[src/rtl/stream_mux_rr.sv]
// N-input valid/ready stream mux with round-robin or forced-select arbitration
// feeding a registered one-entry output stage that tags each word with its source.
module stream_mux_rr #(
   parameter int DATA_WIDTH = 11,
   parameter int NUM_INPUTS = 4,
   parameter int SEL_WIDTH  = $clog2(NUM_INPUTS)
) (
   input  logic                             clk,
   input  logic                             reset,
   input  logic [NUM_INPUTS*DATA_WIDTH-1:0] in_data,
   input  logic [NUM_INPUTS-1:0]            in_valid,
   output logic [NUM_INPUTS-1:0]            in_ready,
   input  logic                             mode,
   input  logic [SEL_WIDTH-1:0]             force_sel,
   output logic [DATA_WIDTH-1:0]            out_data,
   output logic                             out_valid,
   input  logic                             out_ready,
   output logic [SEL_WIDTH-1:0]             out_src
);

   logic [SEL_WIDTH-1:0] last_grant;
   logic [SEL_WIDTH-1:0] rr_idx;
   logic                 rr_found;
   logic [SEL_WIDTH-1:0] cand;
   logic [SEL_WIDTH-1:0] grant;
   logic                 grant_ok;
   logic                 can_load;
   logic                 load;

   // Round-robin search starts one past the last grant and wraps modulo NUM_INPUTS,
   // so indices >= NUM_INPUTS are never produced.
   always_comb begin
      rr_found = 1'b0;
      rr_idx   = '0;
      cand     = '0;
      for (int k = 1; k <= NUM_INPUTS; k++) begin
         cand = SEL_WIDTH'((int'(last_grant) + k) % NUM_INPUTS);
         if (!rr_found && in_valid[cand]) begin
            rr_found = 1'b1;
            rr_idx   = cand;
         end
      end
   end

   always_comb begin
      grant    = '0;
      grant_ok = 1'b0;
      if (mode) begin
         if (int'(force_sel) < NUM_INPUTS && in_valid[force_sel]) begin
            grant    = force_sel;
            grant_ok = 1'b1;
         end
      end else begin
         grant    = rr_idx;
         grant_ok = rr_found;
      end
   end

   assign can_load = !out_valid || out_ready;
   assign load     = grant_ok && can_load && !reset;

   // Handshake: a channel's word transfers on a rising edge where its in_valid and
   // in_ready are both 1; the output word transfers where out_valid and out_ready are both 1.
   always_comb begin
      in_ready = '0;
      if (load) in_ready[grant] = 1'b1;
   end

   always_ff @(posedge clk or posedge reset) begin
      if (reset) begin
         out_data   <= '0;
         out_src    <= '0;
         out_valid  <= 1'b0;
         last_grant <= SEL_WIDTH'(NUM_INPUTS - 1);
      end else if (load) begin
         out_data   <= in_data[int'(grant)*DATA_WIDTH +: DATA_WIDTH];
         out_src    <= grant;
         out_valid  <= 1'b1;
         last_grant <= grant;
      end else if (out_ready) begin
         out_valid  <= 1'b0;
      end
   end

endmodule

[config.mk]
export PLATFORM = sky130hd
export DESIGN_NAME = stream_mux_rr
export DESIGN_NICKNAME = d
export VERILOG_FILES = /design/src/rtl/stream_mux_rr.sv
export SDC_FILE = /design/constraint.sdc
export NUM_CORES = 1
export LEC_CHECK = 0
export ABC_CLOCK_PERIOD_IN_PS = 2850
export CORE_UTILIZATION = 40
export CTS_BUF_LIST = sky130_fd_sc_hd__clkbuf_16
export DETAILED_ROUTE_END_ITERATION = 8
export PLACE_DENSITY = 0.78
export SYNTH_ARGS = -nofsm -noshare
export SYNTH_HDL_FRONTEND = slang
export SYNTH_SLANG_ARGS = --single-unit
[constraint.sdc]
create_clock -name clk -period 2.85 [get_ports clk]
set_input_delay 0.4275 -clock clk [delete_from_list [all_inputs] [get_ports clk]]
set_output_delay 0.4275 -clock clk [all_outputs]
set_load 0.02 [all_outputs]
==> results.md <==
- Status: finished, final reports clean
- Final worst path period share: 96.7%
- Vias: 1,601
- Endpoints failing setup: 0
- Antenna cells: 0
- Final ANT Viol Nets: 0
- YS warnings: 0
- Drt initial violations: 89
- Synth top area share: 23.9%
- Post-Syn Nets: 203
- Least-Margin Pin Slew: 607 ps
- Mapped Area: 1470 sq um
- Routability cong.: 0.918
- Hold Crit Class: reg2reg
- Final wirelength: 4500 um
- Crit path from: in_valid[0]
- Fillcell total: 284
- Initial DRT Pass Iterations: 4
- Pins over their slew limit: 0
- Max cap viols: 0
- Largest net degree at the start of global routing: 23
- Total GRT Usage: 24.0%
- Post-synthesis mux area share: 4.34%
- Reg power frac: 26.1%
- Top-Level Pins: 72
- Initial Utilization: 43.0%
- Register area share after synthesis: 27.4%
- Cells after DPL: 276
- Final setup skew: 4.65 ps
- # DRC: 0
- HPWL Detailed: 3640 um
- Die height: 62.6 um
- Final Hold Vio Count: 0
- Post-synth EDFFs: 0
- Critical Path Fanout Max: 3
- Clock sink total: 16
- Nets@finish: 289
- Asr flop ratio synth: 100%
- Clock buffer depth: 2
- Root Driver: clkbuf_16
- Post-route insts no fill: 280
- Clock Power Share: 20.2%
- Post-synthesis register bit count: 16
- CP Data Required Time: 2420 ps
- GRT Residual Overflow: 0
- Synth Flop Type: dfrtp_1
- Die width: 62.6 um
- Initial antenna violation count: 0
- Power Dens Cells: 568 nW/um^2
- Clock transition at the registers of the reported paths: 50 ps
- Arr. time, crit path: 2330 ps
- Leakage: 0.000948 uW
- Unrepaired setup endpoints after global routing: no
- Area growth syn-to-layout: 65.0%
- Combinational share of power: 53.7%
- Synth Area in Compound Gates: 34.2%
- Share of layout cells above drive strength 1: 25.2%
- F_max: 363 MHz
- Netlist cell types: 39
- Count of input and output buffers: 71
- CTS Buf Count: 3
- RR Startpoint: last_grant[1]
- HP Start: out_data[0]
- Sw Share: 36.6%
- Final min period: 2760 ps
- Relative slew slack: 59.5%
- Global-route wire length before repair: 7470 um
- Kind of end point of the critical path: output port
- Simple-gate portion of the synthesized area: 26.1%
- Startpoint Class: input pin
- Type of the worst setup path: in2out
- Pint: 873 uW
- Syn avg cell area: 9.86 sq um
- Synth Area in Adders: 0%
- Synth Area in XOR/XNOR: 0%
- Maximum vdd ir drop: 240 uV
- Total design power: 1380 uW
- Core ar.: 3420 sq um
- Dominant cells by area after synthesis: dfrtp_1 (24%), and4_1 (13%), a2111oi_4 (7.5%)
- Htree depth: 1
- Worst skew pair latency: 250 ps
- Via-per-instance ratio: 5.72
- Wire per inst: 16.1 um
- Largest family of logic cells by synthesized area: compound AO/OA/AOI/OAI gates
- Number of global-route vias before repair: 1,615
- Synthesized instance count: 149
- CTS tree: yes
- Row count: 21
- DIE AREA: 3920 sq um
- Leading area contributor after synthesis: dfrtp_1
- Net load switching power: 504 uW
## final timing paths
kind	depth (start not counted)	to	slack, ps
worst max-delay path	8	in_ready[2]	90
worst min-delay path	2	out_data[0]	480
worst max register to register	7	out_data[6]	420
worst min register to register	2	out_data[0]	480
max in group asynchronous	2	out_src[0]	1830
min in group asynchronous	2	out_data[3]	630
## flip-flops by register name, summed over array words and instances (netlist names)
register / count
last_grant: 2
out_data: 11
out_valid: 1
out_src: 2
## power by group through the flow
| stage | registers [uW] | logic (uW) | clock network (uW) |
|---|---|---|---|
| global route | 367 | 793 | 294 |
| detailed placement | 364 | 741 | 0 |
| floorplan | 419 | 351 | 0 |
| global placement | 359 | 730 | 0 |
| CTS | 361 | 741 | 277 |
| finish | 360 | 739 | 278 |
## cell type report
class | instances | area, sq um | area share [%]
clock inverter | 1 | 3.75 | 0.155
sequential | 16 | 403 | 16.6
inverter | 4 | 15.0 | 0.620
timing repair buffer | 99 | 900 | 37.1
multi-input combinational | 111 | 970 | 40.0
tap | 46 | 57.6 | 2.37
clock buffer | 3 | 75.1 | 3.10
## critical path, stage by stage
cell	delay, ps
clkdlybuf4s50_1	480
or3b_4	390
a2111oi_4	330
a311o_2	210
nand2_2	70
buf_4	140
and2_1	120
buf_2	150
## layout by cell type, fill, tap and decap left out, types with 2 or more instances in the layout
| cell | netlist | routed |
|---|---|---|
| clkdlybuf4s50_1 | 0 | 66 |
| a2111oi_4 | 4 | 4 |
| mux2i_1 | 3 | 3 |
| dfstp_2 | 2 | 2 |
| dfrtp_1 | 14 | 14 |
| a2111oi_2 | 7 | 7 |
| a221oi_1 | 11 | 11 |
| and2_1 | 2 | 2 |
| mux2_2 | 3 | 3 |
| nand2_1 | 12 | 12 |
| nor3_1 | 3 | 3 |
| and3_1 | 2 | 2 |
| nor2_1 | 5 | 5 |
| nor3b_1 | 2 | 2 |
| nand3b_1 | 2 | 2 |
| clkbuf_16 | 0 | 3 |
| nand3_1 | 2 | 2 |
| o31ai_2 | 2 | 2 |
| o31ai_1 | 10 | 9 |
| nor2b_1 | 2 | 2 |
| and4_1 | 22 | 22 |
| inv_1 | 4 | 4 |
| clkbuf_2 | 1 | 3 |
| a21oi_1 | 4 | 4 |
| buf_4 | 1 | 28 |
## per-layer routing
layer / vias up / routed length, um / part of all wire [%] / GRT usage (%)
met1: 760 / 2060 / 46 / 33.3
met3: 8 / 218 / 4.8 / 1.46
met2: 60 / 2140 / 48 / 38.7
met5: - / 0 / 0 / 0
met4: 0 / 85 / 1.9 / 9.59
li1: 773 / - / - / -
## timing repair
action,4_1_cts,5_1_grt
resized for setup,10,7
hold buffers,0,0
cloned,0,0
buffers inserted,0,0
pin swaps,2,0
setup endpoints to repair,4,3
## synth_stat cells, types with 3 or more instances
cell type  number
clkbuf_1        8
inv_1           4
buf_6           3
a21oi_1         4
a2111oi_2       7
dfrtp_1        14
a221oi_1       11
o31ai_1        10
and4_1         22
mux2_2          3
nor3_1          3
nand2_1        12
mux2i_1         3
nor2_1          5
a2111oi_4       4
buf_2           5
## cells by family (layout without fill, tap and decap cells)
group / Yosys count / count (layout)
mux: 6 / 6
flops: 16 / 16
compound gates: 47 / 47
buf+inv: 22 / 107
simple gates: 58 / 58
## metrics by stage
step / hold slack [ps] / util [%] / instance area (sq um) / setup WS [ps] / TNS [ps]
after global routing: 509 / 71.0 / 2420 / 6.15 / 0
after global placement: 466 / 69.3 / 2370 / -331 / -1270
final: 482 / 71.0 / 2420 / 93.6 / 0
after floorplan: 340 / - / 1470 / 258 / 0
after CTS: 487 / 71.4 / 2440 / 3.05 / 0
after detailed placement: 476 / 69.3 / 2370 / -350 / -1360
Note: power is estimated with default switching activity, not from simulation.
